`src/rtl/seq_4cross4_mul_ctrl.sv`:
```
// ============================================================================
//  Module   : seq_4cross4_mul_ctrl
//  Brief    : Serial 4x4 unsigned multiplier reusing one exact 2x2 cell.
//  Revision : 1.0
// ============================================================================
`default_nettype none

module exactOutput_2cross2 (
    input  logic [1:0] a_i,
    input  logic [1:0] b_i,
    output logic [3:0] p_o
);
    assign p_o = {2'b00, a_i} * {2'b00, b_i};
endmodule

module seq_4cross4_mul_ctrl #(
    parameter bit SKIP_ZERO = 1'b1
) (
    input  logic       clk,
    input  logic       rst,
    input  logic       in_valid,
    output logic       in_ready,
    input  logic [3:0] a,
    input  logic [3:0] b,
    output logic       out_valid,
    input  logic       out_ready,
    output logic [7:0] result,
    output logic       busy
);
    typedef enum logic [1:0] {
        IDLE = 2'd0,
        MUL  = 2'd1,
        DONE = 2'd2
    } state_t;

    state_t      state_q;
    logic [3:0]  a_q, b_q;
    logic [7:0]  acc_q;
    logic [3:0]  mask_q;
    logic        out_valid_q;
    logic [7:0]  result_q;

    logic [3:0]  mask_load_d;
    logic [1:0]  step_d;
    logic [1:0]  op_a_d, op_b_d;
    logic [2:0]  shift_d;
    logic [3:0]  pp_d;
    logic [7:0]  acc_d;
    logic [3:0]  mask_d;

    // Step k is worth running only when neither 2-bit sub-operand is zero.
    always_comb begin
        mask_load_d = 4'hF;
        if (SKIP_ZERO) begin
            mask_load_d[0] = (a[1:0] != 2'b00) && (b[1:0] != 2'b00);
            mask_load_d[1] = (a[1:0] != 2'b00) && (b[3:2] != 2'b00);
            mask_load_d[2] = (a[3:2] != 2'b00) && (b[1:0] != 2'b00);
            mask_load_d[3] = (a[3:2] != 2'b00) && (b[3:2] != 2'b00);
        end
    end

    always_comb begin
        step_d = 2'd0;
        if (mask_q[0])      step_d = 2'd0;
        else if (mask_q[1]) step_d = 2'd1;
        else if (mask_q[2]) step_d = 2'd2;
        else if (mask_q[3]) step_d = 2'd3;
    end

    always_comb begin
        op_a_d  = step_d[1] ? a_q[3:2] : a_q[1:0];
        op_b_d  = step_d[0] ? b_q[3:2] : b_q[1:0];
        shift_d = {1'b0, step_d[1], 1'b0} + {1'b0, step_d[0], 1'b0};
    end

    exactOutput_2cross2 u_cell (
        .a_i (op_a_d),
        .b_i (op_b_d),
        .p_o (pp_d)
    );

    assign acc_d  = acc_q + ({4'b0000, pp_d} << shift_d);
    assign mask_d = mask_q & ~(4'b0001 << step_d);

    always_ff @(posedge clk or posedge rst) begin
        if (rst) begin
            state_q     <= IDLE;
            a_q         <= 4'd0;
            b_q         <= 4'd0;
            acc_q       <= 8'd0;
            mask_q      <= 4'd0;
            out_valid_q <= 1'b0;
            result_q    <= 8'd0;
        end else begin
            case (state_q)
                IDLE: begin
                    if (in_valid) begin
                        a_q    <= a;
                        b_q    <= b;
                        acc_q  <= 8'd0;
                        mask_q <= mask_load_d;
                        if (mask_load_d == 4'd0) begin
                            state_q     <= DONE;
                            out_valid_q <= 1'b1;
                            result_q    <= 8'd0;
                        end else begin
                            state_q <= MUL;
                        end
                    end
                end
                MUL: begin
                    acc_q  <= acc_d;
                    mask_q <= mask_d;
                    if (mask_d == 4'd0) begin
                        state_q     <= DONE;
                        out_valid_q <= 1'b1;
                        result_q    <= acc_d;
                    end
                end
                DONE: begin
                    if (out_ready) begin
                        state_q     <= IDLE;
                        out_valid_q <= 1'b0;
                    end
                end
                default: begin
                    state_q     <= IDLE;
                    out_valid_q <= 1'b0;
                end
            endcase
        end
    end

    assign in_ready  = (state_q == IDLE) && !rst;
    assign busy      = (state_q == MUL) || (state_q == DONE);
    assign out_valid = out_valid_q;
    assign result    = result_q;

endmodule

`default_nettype wire

```
`config.mk`:
```
export PLATFORM = sky130hd
export DESIGN_NAME = seq_4cross4_mul_ctrl
export DESIGN_NICKNAME = d
export VERILOG_FILES = /design/src/rtl/seq_4cross4_mul_ctrl.sv
export SDC_FILE = /design/constraint.sdc
export NUM_CORES = 1
export LEC_CHECK = 0
export ABC_AREA = 1
export CAP_MARGIN = 20
export CORE_MARGIN = 1.5
export CORE_UTILIZATION = 40
export CTS_CLUSTER_DIAMETER = 120
export DETAILED_ROUTE_END_ITERATION = 8
export SYNTH_ARGS = -nofsm -noshare
export SYNTH_HDL_FRONTEND = slang
export SYNTH_SLANG_ARGS = --single-unit
```
`constraint.sdc`:
```
create_clock -name clk -period 2.5 [get_ports clk]
set_clock_uncertainty 0.05 [all_clocks]
set_input_delay 0.25 -clock clk [delete_from_list [all_inputs] [get_ports clk]]
set_output_delay 0.25 -clock clk [all_outputs]
set_load 0.005 [all_outputs]
```
=== Word-level counts from Yosys, hierarchy flattened ===
Index checks and enable logic that the tools add are counted.

* Bits in registers: 31
* Input port bits: 12
* Output and inout port bits: 11

* Add/sub/neg operators: 2
* Multipliers: 1
* Eq/ne operators: 6
* Shifts and indexed selects: 2
* Mux-type cells: 24
* Bitwise gates (word level): 2
* Reduce and logical (&&, ||, !) cells: 20

{| class="wikitable"
|+ Operators by type and width
! operator !! number
|-
| two-way mux 8 bit || 4
|-
| case mux 8 bit (2 select lines) || 2
|-
| two-way mux 2 bit || 10
|-
| nonzero test 2 bit || 5
|-
| adder 8 bit || 1
|-
| logical NOT 4 bit || 2
|-
| != test 2 bit (second input constant) || 4
|-
| case mux 4 bit (2 select lines) || 1
|-
| AND reduction 4 bit || 2
|-
| left shift 4 x 3 -> 8 bit || 1
|-
| case mux 2 bit (3 select lines) || 1
|-
| logical AND 1 bit || 5
|-
| AND 4 bit || 1
|-
| multiplier 2 x 2 -> 4 bit || 1
|-
| two-way mux 1 bit || 4
|-
| two-way mux 4 bit || 1
|-
| NOT 4 bit || 1
|-
| AND reduction 2 bit || 2
|-
| left shift 1 x 2 -> 4 bit (first input constant) || 1
|-
| adder 2 x 2 -> 3 bit || 1
|-
| case mux 1 bit (3 select lines) || 1
|-
| AND reduction 3 bit || 1
|-
| == test 2 x 1 -> 1 bit (second input constant) || 1
|-
| == test 2 bit (second input constant) || 1
|-
| other kinds (3) || 3
|}

=== Depth between registers and ports, before layout ===
* Depth after elaboration: 10
* Mapped depth: 21

=== Cells and area by module ===
A second synthesis with hierarchy kept.

* Cell total of the unflattened synthesis: 269
* Area total of the unflattened synthesis: 1964.4 µm²

{| class="wikitable"
|+ Modules (own cells, without submodules)
! module !! times used !! cells an instance !! area an instance (µm²) !! seq. area each (µm²)
|-
| seq_4cross4_mul_ctrl || 1 || 259 || 1909.3 || 775.7
|-
| exactOutput_2cross2 || 1 || 10 || 55.1 || 0.0
|}

=== Worst setup path after synthesis ===
No wires, ideal clock.

* Path type: reg-to-reg
* Start point: reg mask_q[1]
* End point: reg acc_q[6]
* Setup time: 0.083 ns
* Arrival: 2.426 ns
* Slack: -0.059 ns
* Cell stages (with the launch flop): 18
* Path buffers: 0
* Period minus slack after synthesis: 2.559 ns
* Cell sequence: dfrtp_1 > inv_1 > o21ai_1 > nand2_1 > mux2i_1 > nor2_1 > ha_1 > ha_1 > nand2_1 > a21oi_1 > ha_1 > nand2_1 > nand3_1 > nand3_1 > nand2_1 > nand2_1 > nand3_1 > o21ai_0

* Cells in the longest elaborated chain, start to end: 7

{| class="wikitable"
|+ RTL lines
! what !! RTL line !! text
|-
| start: declaration || 39 || <nowiki>logic [3:0] mask_q;</nowiki>
|-
| start signal: assignment || 101 || <nowiki>mask_q <= mask_load_d;</nowiki>
|-
| start signal: assignment || 113 || <nowiki>mask_q <= mask_d;</nowiki>
|-
| two-way mux 2 bit * || 65 || <nowiki>else if (mask_q[1]) step_d = 2'd1;</nowiki>
|-
| two-way mux 2 bit * || 64 || <nowiki>if (mask_q[0]) step_d = 2'd0;</nowiki>
|-
| two-way mux 2 bit, on equally long branches || 71, 72 ||
|-
| multiplier 2 x 2 -> 4 bit || 13 || <nowiki>assign p_o = {2'b00, a_i} * {2'b00, b_i};</nowiki>
|-
| left shift 4 x 3 -> 8 bit * || 82 || <nowiki>assign acc_d = acc_q + ({4'b0000, pp_d} << shift_d);</nowiki>
|-
| adder 8 bit * || 82 ||
|-
| case mux 8 bit (2 select lines) * || 95 || <nowiki>case (state_q)</nowiki>
|-
| end signal: assignment || 90 || <nowiki>acc_q <= 8'd0;</nowiki>
|-
| end signal: assignment || 100 || <nowiki>acc_q <= 8'd0;</nowiki>
|-
| end signal: assignment || 112 || <nowiki>acc_q <= acc_d;</nowiki>
|-
| end: declaration || 38 || <nowiki>logic [7:0] acc_q;</nowiki>
|}

Mark *: on every way between the ends. The rest lies on a longest branch, timed or not.
A chain may end at the register's enable or synchronous reset.

=== Worst setup path after layout ===
* Start point: reg mask_q[1]
* End point: reg result_q[6] (netlist: result[6])

* Cells in the longest elaborated chain, start to end: 8

{| class="wikitable"
|+ RTL lines
! what !! RTL line !! text
|-
| two-way mux 2 bit || 65 ||
|-
| two-way mux 2 bit || 64 ||
|-
| two-way mux 2 bit (tied with other cells) || 71 || <nowiki>op_a_d = step_d[1] ? a_q[3:2] : a_q[1:0];</nowiki>
|-
| multiplier 2 x 2 -> 4 bit / NOT 4 bit (equally long branches) || 13, 83 ||
|-
| left shift 4 x 3 -> 8 bit / AND 4 bit (equally long branches) || 82, 83 ||
|-
| adder 8 bit / logical NOT 4 bit (equally long branches) || 82, 114 ||
|-
| two-way mux 8 bit / != test 2 bit (equally long branches) || -- ||
|-
| case mux 8 bit (2 select lines) / AND reduction 4 bit (equally long branches) || -- ||
|-
| end signal: assignment || 93 || <nowiki>result_q <= 8'd0;</nowiki>
|-
| end signal: assignment || 105 || <nowiki>result_q <= 8'd0;</nowiki>
|-
| end signal: assignment || 117 || <nowiki>result_q <= acc_d;</nowiki>
|-
| end: declaration || 41 || <nowiki>logic [7:0] result_q;</nowiki>
|}

Several ways; a longest one is shown, not always the timed one. The select of a mux whose other input is x is not followed.

==> impl_metrics.yaml <==
outcome:
  outcome: "finished, violations left"
  violations: "negative setup slack"
grt:
  grt_overflow: 0
  grt_pass1_vias: 1868
  grt_pass1_wl_um: 7870
  antenna_found_initial: 0
  grt_max_degree: 32
  grt_usage_pct: 18.6
place:
  dp_hpwl_um: 3210
  placed_cell_area_mm2: 0.00246
  portBuffers: 22
  place.gp.congestion: 0.839
  place_ws_ns: -0.370
  place_inst: 364
cts:
  clock_sinks: 31
  clock_latency_ns: 0.29
  cts_tree: "built"
  cts_root_buffer: "clkbuf_8"
  cts_made_buffers: 5
  htree_levels: 2
  path_clk_slew_ns: 0.07
  clock_path_buffers: 2
die:
  coreArea_mm2: 0.00479
  die_h_um: 74.1
  rows: 25
  die_w_um: 74.1
  fp.dieArea_mm2: 0.00548
  initial_core_util_pct: 42.2
  io_pins: 23
detailed_routing:
  viasPerCell: 4.79
  drc_errors: 0
  drt-pass1-iter-count: 4
  vias: 1815
  wire_per_inst_um: 11.8
  routed_wl_um: 4470
  drt_iter0_drc: 40
  postRouteAntennaNets: 0
worst_setup_path:
  startpoint_type: "flop"
  cp_max_fo: 4
  r2r_setup_slack_ns: -0.18
  r2r-start: "mask_q[1]"
  startpoint: "mask_q[1]"
  end_kind: "flop"
  arrival_ns: 2.84
  required_ns: 2.67
  crit_type: "reg2reg"
logic_synthesis:
  syn_inst: 258
  postSynthAreaPerCell_um2: 7.83
  synth-seq-cells: 31
  synth_cell_type_count: 31
  synth_seq_area_share_pct: 38.4
  netlist_area_mm2: 0.00202
  synthesis.nets: 285
  yosysWarnings: 0
sta:
  max_freq_ghz: 0.373
  finalCritPeriodShare_pct: 107
  final.setup.tns_ns: -1.24
  period_minus_slack_ns: 2.68
  slew-limit-headroom_pct: 72.9
  setup-violations-final: 10
  fin_ws_ns: -0.178
  finalHoldViolCount: 0
  drv_slew: 0
  rsz0062_at_grt: "true"
  tightestPinTransition_ns: 0.406
finish:
  multi_input_area_mm2: 0.00129
  fin_nets: 338
  fin_cells: 379
  area_delta_synth_final_pct: 40.0
  regArea_um2: 776
  fillCellCount: 450
  fin_area_mm2: 0.00283
  n_antenna_cell: 0
  drive_gt1_share_pct: 37.8
flow_run:
  max-cap-violations: 0
min_path:
  min_path_type: "in2async"
repair_timing:
action | 4_1_cts | 5_1_grt
cloned | 0 | 0
hold buffers | 0 | 0
setup buffers | 4 | 3
gates resized for setup | 29 | 31
endpoints found under the setup margin | 12 | 14
pin swaps | 26 | 26
sequential cells by signal (all words and copies together), names as in the netlist:
register / cells
acc_q: 8
b_q: 4
out_valid: 1
state_q: 2
a_q: 4
result: 8
mask_q: 4
layout by cell type, fill, tap and decap left out, types with 2 or more instances in the layout:
cell / n
nand2_1: 56
dfrtp_1: 31
buf_4: 28
inv_1: 26
clkdlybuf4s50_1: 22
nor2_1: 14
inv_2: 13
nand2_2: 13
nand3_1: 10
o21ai_2: 10
nand3_2: 8
ha_1: 8
nor2_2: 7
o21ai_1: 7
a21oi_1: 6
a21oi_2: 6
mux2_2: 6
clkbuf_8: 5
ha_4: 4
nand2_4: 3
nor2_4: 3
o21ai_0: 3
nand4_1: 3
nand3_4: 2
o22ai_1: 2
ha_2: 2
clkbuf_1: 2
logic make-up (layout without fill, tap and decap cells):
kind of cell    count (synthesis)  count (layout)  share of synthesized area [%]
fa+ha+maj                      15              15                           9.67
compound gates                 39              39                           11.5
mux                             8               8                           4.34
buf+inv                        45              99                           9.48
simple gates                  120             120                           26.6
flops                          31              31                           38.4
stage by stage:
step / hold WS, ns / util (%)
2_1_floorplan: 0.304 / -
3_3_place_gp: 0.420 / 51.3
6_report: 0.320 / 59.1
4_1_cts: 0.334 / 56.0
3_5_place_dp: 0.424 / 51.3
5_1_grt: 0.395 / 59.1
worst max-delay path, stage by stage (launching register included):
cell     delay, ns
dfrtp_1       0.39
inv_2         0.09
o21ai_2       0.06
nand2_2       0.13
mux2i_4       0.26
nor2_2        0.06
ha_2          0.18
ha_4          0.28
nand2_4       0.06
a21oi_4       0.15
ha_4          0.25
nand2_2       0.08
nand3_2       0.10
nand3_2       0.10
nand2_1       0.06
nand2_1       0.08
nand3_2       0.08
o21ai_1       0.12
cells in the mapped netlist, drive strengths merged:
| cell | count | share of area, % |
|---|---|---|
| mux2i | 2 | 0.99 |
| dfrtp | 31 | 38 |
| a211oi | 1 | 0.37 |
| nand4 | 3 | 0.93 |
| nand3 | 20 | 5.2 |
| o21a | 1 | 0.37 |
| clkbuf | 1 | 0.19 |
| nand2 | 72 | 14 |
| a21oi | 13 | 3.4 |
| buf | 4 | 1.7 |
| fa | 1 | 0.99 |
| o21ai | 21 | 6.3 |
| o41ai | 1 | 0.43 |
| nor2 | 24 | 5.7 |
| mux2 | 6 | 3.3 |
| ha | 14 | 8.7 |
| nand3b | 1 | 0.37 |
| inv | 40 | 7.6 |
| o22ai | 2 | 0.62 |
final timing paths:
check | cells after the start | end
hold / removal | 3 | mask_q[1]
min in group clk | 2 | result[1]
setup reg to reg | 17 | result[6]
max in group asynchronous | 3 | acc_q[2]
setup / recovery | 17 | result[6]
hold reg to reg | 2 | result[1]
layer usage:
metal | up-vias | wire, um | GRT usage [%]
met4 | 0 | 69 | 8.64
met5 | - | 0 | 0
met1 | 839 | 1970 | 21.8
met2 | 36 | 2260 | 32.3
met3 | 8 | 173 | 4.07
li1 | 932 | - | -
layout make-up:
type                            instances  area share (%)
Multi-Input combinational cell        182            45.7
Sequential cell                        31            27.4
Timing Repair Buffer                   51            15.6
Inverter                               40            5.40
Tap cell                               67            2.96
Clock buffer                            7            2.70
Clock inverter                          1           0.177
Power is not shown: default switching activity piles up to over one toggle a cycle in this logic, so the estimate is an artifact.
==> RTL change (config.mk and constraints unchanged) <==
Make the reset (`rst`) synchronous in one clocked block.
--- a/src/rtl/seq_4cross4_mul_ctrl.sv
+++ b/src/rtl/seq_4cross4_mul_ctrl.sv
@@ -82,7 +82,7 @@
     assign acc_d  = acc_q + ({4'b0000, pp_d} << shift_d);
     assign mask_d = mask_q & ~(4'b0001 << step_d);
 
-    always_ff @(posedge clk or posedge rst) begin
+    always_ff @(posedge clk) begin
         if (rst) begin
             state_q     <= IDLE;
             a_q         <= 4'd0;
Check against the original RTL: differs if rst is asserted again (counterexample within 4 cycles, from zero or initial values and one cycle with rst high); with rst held inactive, the same outputs for 10 cycles.
==> RTL change against the unedited design <==
The flow still finishes with violations (setup timing). Design area is 3.9% lower. Critical path depth stayed put. Global-route usage increased by 2.0 points. Area after synthesis shrank 5.0%. Fmax fell by 0.71%. Die area is 4.8% lower. Routed wire length grew 11%. Setup slack got worse by 0.019 ns. Sequential cell count unchanged. Critical endpoint is now result[5].
==> RTL change: results (changes against the unedited design) <==
metric,value,unit,change
outcome,"finished, violations left",,
violated_checks,setup timing,,
synth_ff_type,sky130_fd_sc_hd__dfxtp_1,,
cts.repair.resized,23,,-21%
diodes,0,,unchanged
drive_gt1_share,28.6,%,-9.2 points
postSynth.asyncResetShare,0,%,-100 points
cell_with_the_largest_stage_delay_on_the_worst_path,sky130_fd_sc_hd__dfxtp_2,,
clkLatencyLatePin,0.29,ns,about the same
met1Wirelength,2.51,mm,+28%
syn-num-nets,321,,+13%
post-cts-setup-buffer-count,1,,-3
global_route.usage.total,20.6,%,+2.0 points
use_met2,32.2,%,-0.14 points
netlist_top_cells_area,"sky130_fd_sc_hd__dfxtp_1, sky130_fd_sc_hd__nand2_1, sky130_fd_sc_hd__ha_1",,
drt_iter0_markers,75,,+88%
final.setup.worst_slack,-0.197,ns,-0.0192 ns
synth_commonest_cells,"sky130_fd_sc_hd__nand2_1, sky130_fd_sc_hd__inv_1, sky130_fd_sc_hd__nor2_1",,
globalRouteMet3Util,3.75,%,-0.32 points
placed_standard_cell_area,2370,um^2,-3.5%
wire_length_of_the_first_global_routing_pass,8.30,mm,+5.5%
drt-wirelength-per-cell,12.5,um,+6.0%
fillerInstances,452,,+0.44%
place.detailed.hpwl,3.58,mm,+12%
timing.final.setup_violations,12,,+2
power.static_leakage,1.23,nW,
crit_path_max_incr_delay,0.33,ns,-0.06 ns
placedCellCount,387,,+6.3%
grt_max_degree,24,,-25%
place_congestion,0.800,,-4.6%
met2_length,2.24,mm,-0.71%
met3_wirelength,135,um,-22%
gr-usage-met1,28.5,%,+6.7 points
viasPerCell,4.95,,+3.5%
finish.net_count,370,,+9.5%
grt_pass1_vias,1854,,-0.75%
routed_wire_length,4.96,mm,+11%
netlist-cell-type-count,30,,-3.2%
synth_sequential_area_ratio,32.4,%,-6.1 points
syn_area_per_cell,6.52,um^2,-17%
actual_slew_at_the_worst_max_slew_pin,0.593,ns,+0.186 ns
hold_class,flop to flop,,
-- RTL change: cell count changes after synthesis, moves of 8 or more --
| cell | before | now |
|---|---|---|
| sky130_fd_sc_hd__inv_1 | 34 | 43 |
| sky130_fd_sc_hd__nand2_1 | 66 | 74 |
| sky130_fd_sc_hd__nor2_1 | 18 | 41 |
| sky130_fd_sc_hd__o21ai_0 | 7 | 21 |
| sky130_fd_sc_hd__dfrtp_1 | 31 | 0 |
| sky130_fd_sc_hd__dfxtp_1 | 0 | 31 |
| sky130_fd_sc_hd__a21oi_1 | 12 | 27 |
-- RTL change: final timing paths --
kind	endpoint	from	slack, ns
max	result[5]	mask_q[3]	-0.20
min	out_valid	out_valid	0.41
max reg2reg	result[5]	mask_q[3]	-0.20
min reg2reg	out_valid	out_valid	0.41
-- RTL change: cells by family after synthesis --
group	synth area share, %
AOI/OAI and AO/OA	15.4
buffers and inverters	11.4
adders and majority gates	10.2
DFF	32.4
muxes	1.04
and+or+nand+nor	29.6
-- RTL change: metrics by stage --
step	setup TNS [ns]	worst slack [ns]
after floorplan	-0.187	-0.0492
after global placement	-2.10	-0.239
after detailed placement	-2.64	-0.298
after CTS	-1.66	-0.174
after global routing	-3.74	-0.358
final	-1.71	-0.197
-- RTL change: cell type report --
cell class	instances	share of cell area, %
multi-input cells	211	49.2
flip-flops and latches	31	23.0
repair buffers	49	15.7
inverters	45	6.40
clock buffers	6	3.04
well taps	54	2.49
clock inverters	1	0.184
-- RTL change: power by group --
group | leakage, nW | internal [W] | switching, W
Clock | 0.0470 | 0.000216 | 0.000198
Combinational | 0.923 | 0.000782 | 0.000952
Sequential | 0.255 | 0.000644 | 0.0000942
Total | 1.23 | 0.00164 | 0.00124
